`config.mk`:
```
export PLATFORM = sky130hd
export DESIGN_NAME = datagram_transmitter
export DESIGN_NICKNAME = d
export VERILOG_FILES = /design/src/rtl/datagram_transmitter_pkg.sv /design/src/rtl/sync_2ff.sv /design/src/rtl/datagram_transmitter.sv
export SDC_FILE = /design/constraint.sdc
export NUM_CORES = 1
export LEC_CHECK = 0
export CORE_MARGIN = 2
export CORE_UTILIZATION = 53
export CTS_BUF_LIST = sky130_fd_sc_hd__clkbuf_16
export CTS_CLUSTER_SIZE = 28
export DETAILED_ROUTE_END_ITERATION = 10
export GPL_ROUTABILITY_DRIVEN = 0
export PLACE_DENSITY_LB_ADDON = 0.05
export REMOVE_ABC_BUFFERS = 1
export SETUP_SLACK_MARGIN = 0.5
export SYNTH_ARGS = -nofsm -noshare
export SYNTH_HDL_FRONTEND = slang
export SYNTH_SLANG_ARGS = --single-unit
```
`constraint.sdc`:
```
create_clock -name clk -period 2.7 [get_ports clk]
set_input_delay 0.405 -clock clk [delete_from_list [all_inputs] [get_ports clk]]
set_output_delay 0.405 -clock clk [all_outputs]
set_load 0.005 [all_outputs]
```
`src/rtl/datagram_transmitter_pkg.sv`:
```
`default_nettype none
// ============================================================================
// Module      : datagram_transmitter_pkg
// Description : Shared constants, chunk-count helper and transmitter state
//               encoding for the inter-board datagram link.
// Revision    : 1.0 - initial release
// ============================================================================
package datagram_transmitter_pkg;

  // Link data width, fixed to match the childboard receiver.
  localparam int LINK_DATA_W  = 6;
  // Default datagram width produced by the game core.
  localparam int MESSAGE_SIZE = 12;

  // Number of link chunks needed to carry a frame of 'width' bits.
  function automatic int nchunk(input int width);
    return (width + LINK_DATA_W - 1) / LINK_DATA_W;
  endfunction

  typedef enum logic [2:0] {
    ST_IDLE    = 3'd0,
    ST_SETUP   = 3'd1,
    ST_WAIT_HI = 3'd2,
    ST_WAIT_LO = 3'd3,
    ST_ABORT   = 3'd4
  } tx_state_t;

endpackage
`default_nettype wire

```
`src/rtl/sync_2ff.sv`:
```
`default_nettype none
// ============================================================================
// Module      : sync_2ff
// Description : Two-flop synchroniser for a single asynchronous bit.
// Ports       : clk - destination clock
//               rst - asynchronous reset, active-high (clears both flops)
//               d   - asynchronous input
//               q   - synchronised output
// Revision    : 1.0 - initial release
// ============================================================================
module sync_2ff (
  input  logic clk,
  input  logic rst,
  input  logic d,
  output logic q
);

  logic meta;

  always_ff @(posedge clk or posedge rst) begin
    if (rst) begin
      meta <= 1'b0;
      q    <= 1'b0;
    end else begin
      meta <= d;
      q    <= meta;
    end
  end

endmodule
`default_nettype wire

```
`src/rtl/datagram_transmitter.sv`:
```
`default_nettype none
// ============================================================================
// Module      : datagram_transmitter
// Description : Snapshots one MSG_W-bit datagram and serialises it, LSB chunk
//               first, into DATA_W-bit chunks, each carried over a 4-phase
//               req/ack handshake with an asynchronous acknowledge.
// Ports       : clk        - system clock
//               rst        - asynchronous reset, active-high
//               datagram   - frame to send, sampled when a send is accepted
//               send       - single-cycle transmit request
//               ack        - asynchronous acknowledge from the receiver
//               req        - link request (registered)
//               data_trans - link data (registered)
//               busy       - high from accept until return to idle
//               done       - one-cycle pulse after the last ack falls
//               err        - one-cycle pulse when an ack wait times out
// Revision    : 1.0 - initial release
// ============================================================================
module datagram_transmitter
  import datagram_transmitter_pkg::*;
#(
  parameter int MSG_W       = MESSAGE_SIZE,
  parameter int DATA_W      = LINK_DATA_W,
  parameter int SETUP_CYC   = 2,
  parameter int TIMEOUT_CYC = 4096
) (
  input  logic              clk,
  input  logic              rst,
  input  logic [MSG_W-1:0]  datagram,
  input  logic              send,
  input  logic              ack,
  output logic              req,
  output logic [DATA_W-1:0] data_trans,
  output logic              busy,
  output logic              done,
  output logic              err
);

  localparam int NCHUNK = nchunk(MSG_W);
  localparam int PAD_W  = NCHUNK * DATA_W;
  localparam int CNT_W  = (NCHUNK > 1)      ? $clog2(NCHUNK)      : 1;
  localparam int SET_W  = (SETUP_CYC > 1)   ? $clog2(SETUP_CYC)   : 1;
  localparam int TO_W   = (TIMEOUT_CYC > 1) ? $clog2(TIMEOUT_CYC) : 1;

  localparam logic [CNT_W-1:0] LAST_CHUNK = CNT_W'(NCHUNK - 1);
  localparam logic [SET_W-1:0] SETUP_LAST = SET_W'(SETUP_CYC - 1);
  localparam logic [TO_W-1:0]  TO_LAST    = TO_W'((TIMEOUT_CYC > 0) ? TIMEOUT_CYC - 1 : 0);
  localparam bit               TO_EN      = (TIMEOUT_CYC != 0);

  tx_state_t         state, state_n;
  logic              ack_s;
  logic              to_hit;
  logic [PAD_W-1:0]  padded;
  logic [PAD_W-1:0]  shreg, shreg_n;
  logic [CNT_W-1:0]  chunk_cnt, chunk_n;
  logic [SET_W-1:0]  setup_cnt, setup_n;
  logic [TO_W-1:0]   tcnt, tcnt_n;
  logic              req_n, busy_n, done_n, err_n;
  logic [DATA_W-1:0] data_n;

  sync_2ff u_ack_sync (
    .clk (clk),
    .rst (rst),
    .d   (ack),
    .q   (ack_s)
  );

  // Zero-extend so the unused top bits of the last chunk go out as 0.
  assign padded = PAD_W'(datagram);
  assign to_hit = TO_EN && (tcnt == TO_LAST);

  // shreg holds the chunks still to be sent after the one on data_trans.
  always_comb begin
    state_n = state;
    req_n   = req;
    data_n  = data_trans;
    busy_n  = busy;
    done_n  = 1'b0;
    err_n   = 1'b0;
    shreg_n = shreg;
    chunk_n = chunk_cnt;
    setup_n = setup_cnt;
    tcnt_n  = tcnt;

    unique case (state)
      ST_IDLE: begin
        if (send) begin
          data_n  = padded[DATA_W-1:0];
          shreg_n = padded >> DATA_W;
          chunk_n = '0;
          setup_n = '0;
          busy_n  = 1'b1;
          state_n = ST_SETUP;
        end
      end

      ST_SETUP: begin
        if (setup_cnt == SETUP_LAST) begin
          req_n   = 1'b1;
          state_n = ST_WAIT_HI;
        end else begin
          setup_n = setup_cnt + SET_W'(1);
        end
      end

      ST_WAIT_HI: begin
        if (ack_s) begin
          req_n   = 1'b0;
          state_n = ST_WAIT_LO;
        end else if (to_hit) begin
          err_n   = 1'b1;
          req_n   = 1'b0;
          state_n = ST_ABORT;
        end else begin
          tcnt_n  = tcnt + TO_W'(1);
        end
      end

      ST_WAIT_LO: begin
        if (!ack_s) begin
          if (chunk_cnt == LAST_CHUNK) begin
            data_n  = '0;
            done_n  = 1'b1;
            busy_n  = 1'b0;
            state_n = ST_IDLE;
          end else begin
            // req and ack_s are both low here, so the data may change.
            data_n  = shreg[DATA_W-1:0];
            shreg_n = shreg >> DATA_W;
            chunk_n = chunk_cnt + CNT_W'(1);
            setup_n = '0;
            state_n = ST_SETUP;
          end
        end else if (to_hit) begin
          err_n   = 1'b1;
          req_n   = 1'b0;
          state_n = ST_ABORT;
        end else begin
          tcnt_n  = tcnt + TO_W'(1);
        end
      end

      ST_ABORT: begin
        // Let the receiver release ack before accepting another frame.
        if (!ack_s) begin
          busy_n  = 1'b0;
          data_n  = '0;
          state_n = ST_IDLE;
        end
      end

      default: begin
        state_n = ST_IDLE;
      end
    endcase

    // The ack timeout restarts on every state entry.
    if (state_n != state) begin
      tcnt_n = '0;
    end
  end

  always_ff @(posedge clk or posedge rst) begin
    if (rst) begin
      state      <= ST_IDLE;
      req        <= 1'b0;
      data_trans <= '0;
      busy       <= 1'b0;
      done       <= 1'b0;
      err        <= 1'b0;
      shreg      <= '0;
      chunk_cnt  <= '0;
      setup_cnt  <= '0;
      tcnt       <= '0;
    end else begin
      state      <= state_n;
      req        <= req_n;
      data_trans <= data_n;
      busy       <= busy_n;
      done       <= done_n;
      err        <= err_n;
      shreg      <= shreg_n;
      chunk_cnt  <= chunk_n;
      setup_cnt  <= setup_n;
      tcnt       <= tcnt_n;
    end
  end

endmodule
`default_nettype wire
```
Yosys cells after proc, flatten, opt, wreduce, memory -nomap -nowiden:

Cells that the tools add are included.
W data, S select, Z words.

* flip-flop bits (word level): 41
* input port bits: 16
* output and inout bits: 10
* word-level logic and storage cells: 90

* $add $sub $neg: 3
* equality and inequality tests: 15
* mux-type cells: 47
* reductions and logical operators: 13

Operators by type and width (number)
* $mux W12: 7
* $pmux W12 S2: 2
* $mux W6: 4
* $mux W1: 21
* $mux W3: 6
* $pmux W6 S3: 1
* $pmux W3 S5: 1
* $add A12 B1 Y12 const B: 1
* $eq A12 B12 Y1 const B: 1
* $ne A2 B2 Y1 const B: 6
* $reduce_and A4 Y1: 3
* $reduce_bool A3 Y1: 4
* $pmux W1 S3: 3
* $reduce_and A3 Y1: 3
* $eq A3 B2 Y1 const B: 2
* $reduce_and A5 Y1: 1
* $pmux W1 S2: 2
* $eq A3 B1 Y1 const B: 1
* $eq A3 B3 Y1 const B: 1
* $logic_not A3 Y1: 1
* $ne A3 B2 Y1 const B: 1
* $ne A3 B3 Y1: 1
* $ne A3 B3 Y1 const B: 1
* $add A1 B1 Y1 const B: 2
* 2 further kinds: 2

Logic depth before layout (Yosys ltp):

Gate-level depths: netlist of the first run.

* word-level depth: 7
* depth in mapped cells: 7
* depth with buffers taken out: 6

Cells and area by module:

Synthesis of the first run repeated with hierarchy kept, for this count alone.

* cell total of the unflattened synthesis: 179
* area total of the unflattened synthesis: 1815.5 um2

Modules (own cells, without submodules)
* datagram_transmitter: times used 1, cells each 176, area each 1761.7 um2, sequential area each 825.8 um2
* sync_2ff: times used 1, cells each 3, area each 53.8 um2, sequential area each 50.0 um2

Worst setup path after synthesis of the first run:

OpenSTA, ideal clock, no wires.

* path type: reg-to-reg
* from: register tcnt[0]
* to: register tcnt[9]
* library setup time: 0.073 ns
* data arrival time: 1.997 ns
* data required time: 2.627 ns
* path slack: 0.630 ns
* cell stages (with the launch flop): 8
* buffers on the path: 1
* period minus slack after synthesis: 2.070 ns
* cells stage by stage: dfrtp_1 > ha_1 > nand3_1 > nor3_2 > or4b_1 > buf_2 > or3_1 > a21oi_2

* longest elaborated chain between the ends: 7
* elaborated cells on any way between the ends: 16
* classes of those cells: 1 x add/sub; 4 x eq/ne; 9 x mux; 2 x reduce/logical

RTL lines
* from (decl): RTL line datagram_transmitter.sv:57 `logic [TO_W-1:0] tcnt, tcnt_n;`
* from (signal assigned): RTL line datagram_transmitter.sv:185 `tcnt <= tcnt_n;`
* $eq A12 B12 Y1: RTL line datagram_transmitter.sv:70 `assign to_hit = TO_EN && (tcnt == TO_LAST);`
* $mux W3: RTL line datagram_transmitter.sv:110, datagram_transmitter.sv:134
* $mux W3 (on tied branches): RTL line datagram_transmitter.sv:120, datagram_transmitter.sv:107
* $pmux W3 S5: RTL line datagram_transmitter.sv:85 `unique case (state)`
* $ne A3 B3 Y1: RTL line datagram_transmitter.sv:158 `if (state_n != state) begin`
* $ne A3 B3 Y1 (no source line), or another cell as far along
* $reduce_and A3 Y1 (no source line)

Parallel ways exist; a longest one is shown, timed or not. The select of a mux whose other input is x is not followed.
A chain may end at the register's enable or synchronous reset.

Final worst setup path of the first run:

* from: input port send
* to: register tcnt[11]

* longest elaborated chain between the ends: 5
* elaborated cells on any way between the ends: 8
* classes of those cells: 3 x eq/ne; 3 x mux; 2 x reduce/logical

RTL lines
* from (decl): RTL line datagram_transmitter.sv:30 `input logic send,`
* $mux W3 *: RTL line datagram_transmitter.sv:87 `if (send) begin`
* $pmux W3 S5 *: RTL line datagram_transmitter.sv:85
* $ne A3 B3 Y1 *: RTL line datagram_transmitter.sv:158
* $ne A3 B3 Y1 (no source line), or another cell as far along
* $reduce_and A3 Y1 (no source line)

Every way passes the cells marked *; elsewhere a longest branch is shown, timed or not.

==> results of run 1 <==
[sequential cells by signal (all words and copies together), names as in the netlist]
signal,count
busy,1
u_ack_sync.q,1
err,1
setup_cnt,1
shreg,6
u_ack_sync.meta,1
data_trans,6
req,1
done,1
tcnt,12
chunk_cnt,1
state,3
[worst max-delay path: cells and delay by family]
kind	cells	cell delay, ns
buffers and inverters	1	0.45
multiplexers	1	0.50
AO/OA/AOI/OAI	3	0.98
[per-layer routing]
| metal | routed length, µm | up-vias | GRT usage, % |
|---|---|---|---|
| met2 | 2060 | 57 | 41.8 |
| met3 | 254 | 6 | 5.46 |
| met4 | 53 | 0 | 7.90 |
| li1 | - | 718 | - |
| met5 | 0 | - | 0 |
| met1 | 1620 | 712 | 29.7 |
[kinds of logic (layout without fill, tap and decap cells)]
group | Yosys count | count (layout) | share of synthesized area, %
and+or+nand+nor | 76 | 76 | 23.5
xor gates and xnor gates | 7 | 7 | 3.49
AOI/OAI and AO/OA | 44 | 45 | 16.9
DFF | 35 | 35 | 49.8
buffers and inverters | 16 | 46 | 4.41
muxes | 1 | 1 | 1.28
adders and majority gates | 1 | 1 | 0.711
[worst min-delay path by stage]
| stage | start | end | cells past startpoint |
|---|---|---|---|
| CTS | u_ack_sync.meta | u_ack_sync.q | 0 |
| floorplan | u_ack_sync.meta | u_ack_sync.q | 0 |
| finish | u_ack_sync.meta | u_ack_sync.q | 0 |
| detailed placement | u_ack_sync.meta | u_ack_sync.q | 0 |
| global route | u_ack_sync.meta | u_ack_sync.q | 0 |
| global placement | u_ack_sync.meta | u_ack_sync.q | 0 |
[power groups by stage]
| stage | logic, mW | clock network (mW) | registers, mW |
|---|---|---|---|
| after detailed placement | 0.725 | 0 | 0.778 |
| after CTS | 0.779 | 0.639 | 0.772 |
| after floorplan | 0.427 | 0 | 0.776 |
| after global placement | 0.698 | 0 | 0.769 |
| after global routing | 0.875 | 0.664 | 0.796 |
| final | 0.779 | 0.632 | 0.775 |
[Yosys cell counts (all sizes together), types with 3 or more instances]
cell / n
a21oi: 10
a221o: 7
and3: 9
buf: 3
clkbuf: 5
dfrtp: 35
inv: 6
nand2: 18
nand3: 5
nand4: 5
nor2: 14
nor3: 5
nor4: 3
o21ai: 17
or3: 5
xnor2: 7
[repair_timing]
item | 4_1_cts | 5_1_grt
gates cloned | 1 | 0
setup buffers | 1 | 0
resized for setup | 4 | 2
hold buffers | 0 | 0
pin swaps | 1 | 2
endpoints found under the setup margin | 12 | 11
[layout make-up]
| cell class | count | share of cell area [%] |
|---|---|---|
| Sequential cell | 35 | 39.0 |
| Multi-Input combinational cell | 130 | 37.0 |
| Timing Repair Buffer | 31 | 13.1 |
| Clock buffer | 5 | 5.56 |
| Tap cell | 44 | 2.45 |
| Clock inverter | 3 | 1.72 |
| Inverter | 7 | 1.17 |
==> results.md, run 1 <==
- The flow ran to the end, and the final reports show no timing, DRC or antenna violations.
- The share of total power dissipated in combinational logic is 35.6%.
- The initial antenna violation count was 0.
- Port buffering added 25 buffers.
- For the final routed database, the setup TNS stands at 0 ns.
- The setup slack of the worst register-to-register path is 0.56 ns.
- The number of global-route vias before repair came to 1476.
- Summed over all instances, the cell type with the most area after synthesis is sky130_fd_sc_hd__dfrtp_1.
- The cell sitting at the root of the clock tree is a sky130_fd_sc_hd__clkbuf_16.
- The routed layout has 1493 vias.
- The final cell area excluding filler cells is 2250 µm².
- The die is 61.6 µm wide.
- The number of instances in the placed design is 245.
- The delay of the slowest cell on the worst path is 0.50 ns.
- Data arrives at the worst endpoint at 2.33 ns.
- Among all flip-flop cells after synthesis, the most frequent one is sky130_fd_sc_hd__dfrtp_1.
- The areal power density over the cells is 971 nW/µm².
- The post-route worst setup slack is 0.561 ns.
- The largest individual stage delay along the critical path comes from the cell sky130_fd_sc_hd__mux4_2.
- In the finished design, the share of the clock period the worst path needs comes to 79.2%.
- The overall power of the completed layout is 2.19 mW.
- The die covers 3800 µm².
- The number of antenna repair diodes is 0.
- For this run, the register share of the synthesized area comes to 49.8%.
- The floorplan step set the die height to 61.6 µm.
- The leakage dissipation is 0.984 nW.
- The estimated wirelength of the detail-placed design is 2590 µm.
- Across the whole layout, storage elements account for 877 µm².
- Traced cell by cell, the critical path runs through clkdlybuf4s50_1 -> mux4_2 -> a221o_1 -> a311o_2 -> a21oi_1.
- The setup slack at placement is 0.230 ns.
- The count of flip-flops with a built-in enable after synthesis is 0.
- The largest fanout of any net on the critical path is 6.
- The total count of max-transition violations in the final report is 0.
- The count of nets left with antenna violations once routing finished came out at 0.
- The switching share of power is 33.0%.
- The per-cell routed wire length is 15.7 µm.
- The worst setup path is launched from an input pin.
- The DRC violation count after routing is 0.
- The sequential group share of total power is 35.4%.
- The class of the tightest hold or removal check is flip-flop to flip-flop.
- After detailed routing, the total wire length is 4000 µm.
- The starting density of the core is 56.7%.
- Across the routed clock network, the largest skew measured is 0.00135 ns.
- The number of buffers added by the clock tree synthesis step is 5.
- The region available for standard cell placement spans 3100 µm².
- In the final layout, the multi-input gates occupy 833 µm².
- The post-route minimum period is 2.14 ns.
- Derived from the worst setup path, the maximum achievable clock frequency is 467 MHz.
- The number of optimization iterations in the first detailed-route pass is 4.
- The clock power share is 28.9%.
- The CTS tree is yes.
- The library cell used most frequently in the layout, excluding fill and tap cells, is sky130_fd_sc_hd__dfrtp_1.
- In this run the mean area of a mapped cell was 9.77 µm².
- STA puts the critical path data required time at 2.90 ns.
- The fraction of layout cells with a size suffix above 1 is 13.3%.
- Final hold analysis gives a worst-case slack of 0.347 ns.
- VDD sags by at most 0.000458 V.
- The first-pass GRT wire length is 6750 µm.
- The maximum number of pins on one net before global-route repair is 36.
- For the pin with the worst max-slew slack, the measured transition is 0.454 ns.
- The count of fill cells added during filler insertion is 263.
- After clock tree synthesis, the clock-pin slew on the worst setup and hold paths is 0.05 ns.
- The flip-flop and latch count after synthesis is 35.
- The count of unique library cells instantiated by Yosys is 48.
- In the layout the commonest cells are sky130_fd_sc_hd__dfrtp_1, sky130_fd_sc_hd__clkdlybuf4s50_1, sky130_fd_sc_hd__nand2_1.
- Setup repair after global routing could not meet its margin everywhere.
- The top-area cell type share of the netlist area is 49.8%.
- The critical path in this run is classified as input pin to flip-flop.
- The internal cell power is 1.46 mW.
- The cell count after synthesis came out at 180.
- Global routing finished with a remaining overflow of 0.
- The final core utilization is 72.5%.
- The placed instances occupy a cell area of 2050 µm².
- In this run the power spent charging and discharging nets is 721 µW.
- The row count is 20.
- The clock reaches the later pin of the worst-skew pair after 0.27 ns.
- The source of the worst register-to-register timing path is u_ack_sync.q.
- The yosys synthesis warning count is 0.
- The non-filler instance count after layout is 255.
- The number of failing hold endpoints at the final stage was 0.
- The overall global routing resource usage is 24.1%.
- Counting along the longest clock path gives a buffer depth of 2.
- Setup violations remaining at the end of the flow were counted as 0.
- The worst setup path is captured at a flip-flop.
- Dividing the detail-routed via count by the number of cells gives 5.85.
- The I/O pin count is 26.
- The area of the mapped netlist is 1760 µm².
- The total clock sinks is 35.
- The share of synthesized registers carrying an async set or reset is 100%.
- Relative to the synthesized area, the layout overhead comes to 28.0%.
- In the final design database the tool counted 227 nets.
- The capture point of the critical path is tcnt[11].
- The worst register-to-register path ends at tcnt[11].
- In this run the tightest slew margin relative to its limit is 69.7%.
- The worst register-to-register path has a depth of 5.
- Sorting the synthesized cells by area gives the leading types as sky130_fd_sc_hd__dfrtp_1, sky130_fd_sc_hd__a221o_1, sky130_fd_sc_hd__nand2_1.
- The critical path starts at send.
- The number of maximum-capacitance violations is 0.
- The H-tree depth reported by CTS is 2.
- The detailed router's first-iteration violation count is 68.
(Power assumes the default switching activity.)
==> run 2, diff against run 1 <==
CORE_UTILIZATION = 48   (was 53)
clock period = 1.9 ns   (was 2.7 ns; I/O delays follow)
==> run 2 against run 1 <==
  * The run now ends with setup timing left
  * Clock power increased by 17%
  * Total power increased by 56%
  * Worst setup slack got worse by 0.68 ns
  * Core utilization increased by 5.6 points
  * Non-clock buffer count increased by 37
  * First-iteration DRC count increased by 100%
  * Final cell count increased by 15%
  * Sequential power increased by 37%
  * Wire length increased by 24%
  * Die area increased by 9.7%
  * Largest cell class is now multi-input combinational cells
  * Largest power group unchanged
  * Highest routed layer unchanged
==> results.md, run 2 (synthesis gave the netlist of run 1 again) <==
- The flow ran to the end, but the final reports show violations.
- The final reports fail on setup timing.
- The total count of max-transition violations in the final report is 0.
- Hold repair after CTS inserted 0 buffers.
- The area of combinational cells with multiple inputs is 973 µm².
- The maximum buffer depth of the clock tree is 2.
- The maximum number of pins on one net before global-route repair is 36.
- The clock insertion delay at the later pin of the skew report is 0.28 ns.
- The initial antenna violation count is 0.
- The largest registers in the layout are tcnt: 12 flops, data_trans: 6 flops, shreg: 6 flops.
- The part of the cycle the worst path needs is 107%.
- The first global-routing pass estimated 8340 µm of wire.
- 26 I/O pins were placed.
- The average via count per standard cell is 5.84.
- The H-tree depth reported by CTS is 2.
- Summed over all nets, the switching power comes to 1.23 mW.
- The final routed wirelength across all metal layers is 4950 µm.
- In the layout the commonest cells are sky130_fd_sc_hd__dfrtp_1, sky130_fd_sc_hd__buf_4, sky130_fd_sc_hd__nand2_1, sky130_fd_sc_hd__clkdlybuf4s50_1, sky130_fd_sc_hd__buf_6.
- During placement, the flow inserted port buffers numbering 25.
- Counting the buffers created by CTS gives 5.
- OpenSTA, run right after detailed placement, puts the worst setup slack at -0.400 ns.
- Clock-pin slew was measured on the worst setup and hold paths at 0.05 ns.
- The height of the die is 64.5 µm.
- The library cell used most frequently in the layout, excluding fill and tap cells, is sky130_fd_sc_hd__dfrtp_1.
- In this run the tightest slew margin relative to its limit is 71.2%.
- The initialized floorplan defines 21 standard-cell rows.
- The core region is 3420 µm².
- Combinational logic burns 47.4% of the power.
- For this run the aggregate overflow at the end of global routing stands at 0.
- The sequential group share of total power is 30.9%.
- After the last flow step, the layout net total stands at 264.
- STA classifies the critical path startpoint as a flip-flop.
- Counting I/O delays and the setup requirement, the final critical path takes 2.02 ns.
- The number of failing setup endpoints in the final timing report is 12.
- The required time at the endpoint of the critical path is 2.11 ns.
- The number of failing hold endpoints at the final stage is 0.
- The area growth from synthesis to layout is 51.8%.
- For the final database, setup skew stands at 0.00497 ns.
- The detailed router's first-iteration violation count is 138.
- Counting every sink on the clock net gives 35.
- The per-cell routed wire length is 17.0 µm.
- In this run the clock root is driven by a sky130_fd_sc_hd__clkbuf_16.
- The count of vias placed by the detailed router is 1704.
- The area taken by flip-flops and latches is 877 µm².
- The class of the tightest hold or removal check is flip-flop to flip-flop.
- In this run the power density over the cells is 1280 nW/µm².
- Counting flops per register, the top entry is tcnt.
- The die boundary width is 64.5 µm.
- The switching share of power is 36.1%.
- The critical path in this run is classified as flip-flop to flip-flop.
- For this run, the total global-route usage over all layers was measured as 26.5%.
- The clock power share is 21.7%.
- The count of fill cells added during filler insertion is 236.
- The internal cell power is 2.18 mW.
- Of all nets on the critical path, the largest fanout is 7.
- IR analysis of the VDD net gives a maximum drop of 0.000706 V.
- The critical path arrival is 2.23 ns.
- The DRC violation count after routing is 0.
- The number of optimization iterations in the first detailed-route pass is 4.
- The category of the worst setup path capture point is a flip-flop.
- Once the floorplan was initialized, standard cells occupied 51.5% of the core.
- After layout, the worst setup slack is -0.124 ns.
- The non-filler instance count after layout is 292.
- Detailed placement finished with a half-perimeter wire length of 2830 µm.
- The floorplan step defined a die boundary enclosing 4170 µm².
- Across the run, the number of max-cap violations was 0.
- Counting tap cells, the placed design contains a total of 275 instances.
- The leakage dissipation is 1.22 nW.
- Static timing analysis puts the maximum clock frequency at 494 MHz.
- Setup repair after global routing could not meet its margin everywhere.
- The register with the most flip-flops in the layout has 12 of them.
- The number of antenna repair diodes is 0.
- The remaining number of nets flagged by the antenna check after routing is 0.
- At the pin with the least slew margin, the transition time is 0.431 ns.
- The number of global-route vias before repair was 1792.
- TritonCTS built the clock tree.
- The fraction of layout cells with a size suffix above 1 is 35.8%.
-- run 2: stage by stage --
step	hold slack [ns]	setup TNS, ns	power (mW)	util [%]	cell area [µm²]
floorplan	0.316	-1.90	1.71	-	1710
global placement	0.340	-3.89	2.25	66.3	2260
detailed placement	0.348	-4.59	2.30	66.3	2260
CTS	0.363	-0.996	3.30	76.2	2600
global route	0.371	-1.66	3.60	78.2	2670
finish	0.361	-1.08	3.42	78.2	2670
-- run 2: final cells by class --
cell class / instances / share of cell area [%]
Multi-Input combinational cell: 130 / 36.5
Tap cell: 46 / 2.16
Inverter: 7 / 0.984
Timing Repair Buffer: 68 / 22.7
Clock inverter: 1 / 0.141
Sequential cell: 35 / 32.8
Clock buffer: 5 / 4.69
-- run 2: path summary, 6_finish.rpt --
kind                       cells after the start  slack [ns]       startpoint         endpoint
setup / recovery                               6       -0.12     u_ack_sync.q         tcnt[11]
hold / removal                                 0        0.36  u_ack_sync.meta     u_ack_sync.q
setup reg to reg                               6       -0.12     u_ack_sync.q         tcnt[11]
hold reg to reg                                0        0.36  u_ack_sync.meta     u_ack_sync.q
max in group asynchronous                      3        1.14              rst     u_ack_sync.q
min in group asynchronous                      3        0.42              rst  u_ack_sync.meta
-- run 2: repair_timing --
| item | 4_1_cts | 5_1_grt |
|---|---|---|
| gates cloned | 2 | 0 |
| buffers inserted | 7 | 2 |
| endpoints found under the setup margin | 40 | 33 |
| resized for setup | 52 | 12 |
| pin swaps | 17 | 4 |
-- run 2: worst max-delay path: stages, from the launching register on --
cell and delay (ns):
sky130_fd_sc_hd__dfrtp_2 0.44, sky130_fd_sc_hd__buf_6 0.14, sky130_fd_sc_hd__or2b_2 0.20, sky130_fd_sc_hd__nand4_4 0.11, sky130_fd_sc_hd__or4b_4 0.55, sky130_fd_sc_hd__or3_4 0.39
sky130_fd_sc_hd__a21oi_2 0.14
-- run 2: per-layer routing --
layer / track usage, % / part of all wire [%]
met5: 0 / 0
met4: 10.1 / 2.1
met3: 6.60 / 5.3
met2: 43.6 / 49
met1: 33.7 / 44
-- run 2: power by group through the flow --
stage | Sequential, mW | Clock [mW] | Combinational (mW)
after floorplan | 1.10 | 0 | 0.607
after global placement | 1.04 | 0 | 1.21
after detailed placement | 1.06 | 0 | 1.25
after CTS | 1.04 | 0.752 | 1.51
after global routing | 1.08 | 0.784 | 1.73
final | 1.06 | 0.740 | 1.62
==> RTL edit 1 (flow settings as in run 1) <==
Remove the register `err`: a continuous assignment takes its place, so the output `err` follows one clock earlier. Comments in the files are not updated.
--- a/src/rtl/datagram_transmitter.sv
+++ b/src/rtl/datagram_transmitter.sv
@@ -168,5 +168,4 @@
       busy       <= 1'b0;
       done       <= 1'b0;
-      err        <= 1'b0;
       shreg      <= '0;
       chunk_cnt  <= '0;
@@ -179,5 +178,4 @@
       busy       <= busy_n;
       done       <= done_n;
-      err        <= err_n;
       shreg      <= shreg_n;
       chunk_cnt  <= chunk_n;
@@ -187,4 +185,6 @@
   end
 
+  assign err = err_n;
+
 endmodule
 `default_nettype wire
Behaviour: same outputs for any inputs over 10 cycles, from zero or initial values and one cycle with rst high; that may be too few to reach the edited logic, so the function may still have changed.
==> RTL edit 1 against run 1 <==
- wire length grew 5.1%
- area after synthesis increased by 5.8%
- sequential cell count is 1 lower
- critical path type is now reg -> reg
- clock power grew 1%
- design area grew 3.1%
- largest power group unchanged
- synthesized cell count rose by 2.2%
- total power up 2.0%
- sequential power about the same
- setup slack better by 320 ps
==> RTL edit 1: results (changes against run 1) <==
| Metric | Value |
|---|---|
| Status | `completed (unchanged)` |
| Max incr delay on CP | `440 ps (was 500 ps)` |
| Worst Tran Pin Value | `425.6 ps (was 453.6 ps)` |
| Yosys cell types | `49 (was 48)` |
| Post-synth top cells | `34 x dfrtp_1, 23 x nand2_1, 14 x a21oi_1, 11 x o21ai_0, 8 x nor2_1 (was 35 x dfrtp_1, 18 x nand2_1, 14 x nor2_1, 11 x o21ai_0, 9 x and3_1)` |
| Total track usage | `0.2447 (was 0.2413)` |
| Largest regs | `tcnt: 12 flops, data_trans: 6 flops, shreg: 6 flops (unchanged)` |
| Initial DRC Count | `67 (was 68)` |
| P_int | `1496 uW (was 1465 uW)` |
| Main area contributors after synthesis | `dfrtp_1 46%, nand2_1 4.6%, a21oi_1 3.8% (was dfrtp_1 50%, a221o_1 4.0%, nand2_1 3.8%)` |
| Worst r2r path cells | `5 (unchanged)` |
| Fill count | `268 (was 263)` |
| Type of the tightest min-delay check | `reg -> reg (unchanged)` |
| PortBufs | `25 (unchanged)` |
| Initial antenna violation count | `0 (unchanged)` |
| Largest net degree at the start of global routing | `35 (was 36)` |
| Total CTS buffers | `5 (unchanged)` |
| Delay-heaviest family, CP | `simple AND/OR/NAND/NOR gates (was compound AO/OA/AOI/OAI gates)` |
| LEAKAGE | `0.0009618 uW (was 0.0009843 uW)` |
| Slowest cell on the critical path | `dfrtp_1 (was mux4_2)` |
| First-pass GRT wire length | `7562 um (was 6748 um)` |
| Depth of the CTS H-tree | `2 (unchanged)` |
| DRT Pass-1 Iters | `6 (was 4)` |
| Clock skew | `6.703 ps (was 1.346 ps)` |
| Vias in the first global route | `1587 (was 1476)` |
| Share of layout cells above drive strength 1 | `0.1831 (was 0.1327)` |
| Worst-case vdd ir drop | `0.0008103 V (was 0.0004585 V)` |
| Placed wire-length estimate | `2853 um (was 2589 um)` |
| Hold depth | `0 (unchanged)` |
| Routed length per instance | `16.20 um (was 15.67 um)` |
| Synth warnings | `0 (unchanged)` |
| Arrival @ worst endpoint | `1980 ps (was 2330 ps)` |
| Register area share after synthesis | `0.4573 (was 0.4979)` |
| Nets | `229 (was 227)` |
| Worst-path fanout max | `17 (was 6)` |
| Clk_lat worst skew | `approximately 280 ps` |
| Clock-pin transition on the worst setup and hold timing paths | `60 ps` |
| Root Driver | `clkbuf_16 (unchanged)` |
| Via Count | `1543 (was 1493)` |
## RTL edit 1: cell families (layout without fill, tap and decap cells)
group,Yosys count,count (layout),synth area share
compound gates,52,52,0.1863
fa+ha+maj,2,2,0.01210
xor+xnor,1,1,0.01480
flops,34,34,0.4573
simple gates,72,72,0.2360
buf+inv,16,45,0.05245
mux,7,7,0.04102
## RTL edit 1: power by group through the flow
| stage | sequential (uW) | clock (uW) | combinational (uW) |
|---|---|---|---|
| 6_report | 774 | 639 | 816 |
| 3_5_place_dp | 780 | 0 | 770 |
| 4_1_cts | 775 | 653 | 816 |
| 3_3_place_gp | 768 | 0 | 746 |
| 2_1_floorplan | 785 | 0 | 461 |
| 5_1_grt | 798 | 675 | 902 |
## RTL edit 1: cell type report
| cell class | instances | area, sq um | area share |
|---|---|---|---|
| Multi-Input combinational cell | 134 | 922.1 | 0.3975 |
| Sequential cell | 34 | 854.6 | 0.3684 |
| Clock inverter | 3 | 40.04 | 0.01726 |
| Tap cell | 46 | 57.56 | 0.02481 |
| Timing Repair Buffer | 31 | 297.8 | 0.1284 |
| Clock buffer | 5 | 125.1 | 0.05394 |
| Inverter | 6 | 22.52 | 0.009709 |
## RTL edit 1: per-stage QoR
| stage | hold WS [ps] | cells | instance area (sq um) | setup WS, ps |
|---|---|---|---|---|
| after floorplan | 331.2 | 174 | 1785 | 1000 |
| final | 351.1 | 259 | 2320 | 883.0 |
| after CTS | 353.6 | 259 | 2317 | 520.6 |
| after global placement | 332.8 | 248 | 2116 | 558.4 |
| after detailed placement | 353.7 | 248 | 2116 | 516.9 |
| after global routing | 356.1 | 259 | 2320 | 753.6 |
## RTL edit 1: worst paths after layout
| check | start | endpoint | slack [ps] |
|---|---|---|---|
| max in group asynchronous | rst | state[1] | 1820 |
| hold / removal | u_ack_sync.meta | u_ack_sync.q | 350 |
| min in group asynchronous | rst | data_trans[2] | 550 |
| hold reg to reg | u_ack_sync.meta | u_ack_sync.q | 350 |
| setup / recovery | state[0] | data_trans[0] | 880 |
| setup reg to reg | state[0] | data_trans[0] | 880 |
## RTL edit 1: routing by layer
layer,wire [um],vias up,part of all wire,global-route usage
met4,66,0,0.016,0.07880
met2,2112,37,0.50,0.4069
met3,206,9,0.049,0.07321
met1,1812,765,0.43,0.3062
li1,-,732,-,-
met5,0,-,0,0
## RTL edit 1: repair_timing
item,CTS,global route
endpoints found under the setup margin,1,1
gates cloned,0,0
gates resized for setup,7,1
setup buffers,3,0
pin swaps,1,0
==> RTL edit 2 (config.mk and constraints of run 1) <==
Without the edit above. `TIMEOUT_CYC`: 4096 -> 2048.
--- a/src/rtl/datagram_transmitter.sv
+++ b/src/rtl/datagram_transmitter.sv
@@ -23,5 +23,5 @@
   parameter int DATA_W      = LINK_DATA_W,
   parameter int SETUP_CYC   = 2,
-  parameter int TIMEOUT_CYC = 4096
+  parameter int TIMEOUT_CYC = 2048
 ) (
   input  logic              clk,
Behaviour: same outputs for any inputs over 10 cycles, from zero or initial values and one cycle with rst high; that may be too few to reach the edited logic, so the function may still have changed.
==> RTL edit 2 against run 1 <==
- setup slack better by 100 ps
- clock power down 18%
- clock skew up 3.2 ps
- total power down 4.6%
- highest routed layer unchanged
- design area down 0.33%
- die area up 2.5%
- area after synthesis up 2.7%
- sequential cell count down 1
- sequential power about the same
- wire length up 2.2%
- non-clock buffer count up 1
- first-iteration DRC count up 110%
==> RTL edit 2: results (changes against run 1) <==
| Metric | Value |
|---|---|
| Max incr delay on CP | `650 ps (was 500 ps)` |
| R2R setup slack | `660 ps (was 560 ps)` |
| Inst Count DP | `258 (was 245)` |
| Yosys cell types | `44 (was 48)` |
| Main area contributors after synthesis | `dfrtp_1 47%, o21ai_0 4.7%, nand2_1 4.6% (was dfrtp_1 50%, a221o_1 4.0%, nand2_1 3.8%)` |
| Status | `completed (unchanged)` |
| Slowest cell on the critical path | `or4_2 (was mux4_2)` |
| Worst-path fanout max | `14 (was 6)` |
| First-pass GRT wire length | `7182 um (was 6748 um)` |
| Clock skew | `4.563 ps (was 1.346 ps)` |
| Placed Area | `0.002108 sq mm (was 0.002051 sq mm)` |
| Slew margin rel. | `0.6718 (was 0.6968)` |
| Total track usage | `0.2325 (was 0.2413)` |
| Post-synth top cells | `34 x dfrtp_1, 22 x nand2_1, 17 x o21ai_0, 9 x a21oi_1, 9 x inv_1 (was 35 x dfrtp_1, 18 x nand2_1, 14 x nor2_1, 11 x o21ai_0, 9 x and3_1)` |
| Initial DRC Count | `145 (was 68)` |
| Routed length per instance | `15.40 um (was 15.67 um)` |
| Reg2Reg Launch Point | `tcnt[0] (was u_ack_sync.q)` |
| Worst flop-to-flop path endpoint | `tcnt[3] (was tcnt[11])` |
| Arrival @ worst endpoint | `2220 ps (was 2330 ps)` |
| Largest net degree at the start of global routing | `35 (was 36)` |
| Nets | `236 (was 227)` |
| Crit Path Class | `reg -> reg (was in -> reg)` |
| Multi-input gate area | `865.8 sq um (was 833.3 sq um)` |
| Largest regs | `tcnt: 11 flops, data_trans: 6 flops, shreg: 6 flops (was tcnt: 12 flops, data_trans: 6 flops, shreg: 6 flops)` |
| Drt via density | `6.015 (was 5.855)` |
| Placed wire-length estimate | `2916 um (was 2589 um)` |
| Fill count | `300 (was 263)` |
| LEAKAGE | `0.0009266 uW (was 0.0009843 uW)` |
| Finished Layout Cells | `265 (was 255)` |
| Worst-case vdd ir drop | `0.0005574 V (was 0.0004585 V)` |
| Post-synthesis cell count | `192 (was 180)` |
| Share of layout cells above drive strength 1 | `0.09132 (was 0.1327)` |
| Met3 Use GR | `0.05946 (was 0.05462)` |
| Grt met2 use | `0.3777 (was 0.4180)` |
-- RTL edit 2: cell types whose count changed after synthesis, sizes merged, moves of 4 or more --
cell,change
nor2,-6
and3,-7
o31ai,+5
a221o,-7
a211oi,+8
nand2,+4
xnor2,-6
a222oi,+4
or4,+7
-- RTL edit 2: where the power goes --
part           internal, uW  switching, uW  leakage [uW]
Sequential              657            117      0.000435
Clock                   328            189     0.0000723
Combinational           364            430      0.000420
-- RTL edit 2: area by class of cell --
class	instances	share of cell area
multi-input cells	137	0.3859
flip-flops and latches	34	0.3793
repair buffers	32	0.1350
clock buffers	5	0.05577
well taps	46	0.02566
inverters	9	0.01506
clock inverters	2	0.003346
-- RTL edit 2: repair_timing --
item                                    4_1_cts  5_1_grt
endpoints found under the setup margin        0       10
gates resized for setup                       0        1
setup buffers                                 0        0
-- RTL edit 2: how the worst min path moves through the flow --
stage	end	cells past startpoint	from
global route	u_ack_sync.q	0	u_ack_sync.meta
finish	u_ack_sync.q	0	u_ack_sync.meta
floorplan	u_ack_sync.q	0	u_ack_sync.meta
CTS	u_ack_sync.q	0	u_ack_sync.meta
global placement	u_ack_sync.q	0	u_ack_sync.meta
detailed placement	u_ack_sync.q	0	u_ack_sync.meta
-- RTL edit 2: cell families (layout without fill, tap and decap cells) --
family                   count (synthesis)  count (layout)  share of synthesized area
AND/OR/NAND/NOR                         72              72                     0.2202
adder cells (fa/ha/maj)                  1               1                   0.006924
flip-flops                              34              34                     0.4709
multiplexers                             3               3                    0.01662
buffers and inverters                   21              48                    0.05125
XOR/XNOR                                 2               2                    0.01385
AO/OA/AOI/OAI                           59              59                     0.2202
-- RTL edit 2: worst max-delay path: cells and delay by family (launching register included) --
family                   cells  cell delay, ps
buffers and inverters        1             180
flip-flops                   1             410
AO/OA/AOI/OAI                1             230
adder cells (fa/ha/maj)      1             240
AND/OR/NAND/NOR              3             880
-- RTL edit 2: metal layers --
metal	vias up	part of all wire
met5	-	0
met4	0	0.013
met3	6	0.036
met2	34	0.50
met1	789	0.45
li1	765	-
-- RTL edit 2: per-stage QoR --
step	setup slack (ps)	hold slack (ps)
2_1_floorplan	514.4	331.2
4_1_cts	593.6	359.2
3_3_place_gp	501.2	340.0
5_1_grt	557.4	373.3
3_5_place_dp	475.4	335.7
6_report	664.2	355.8
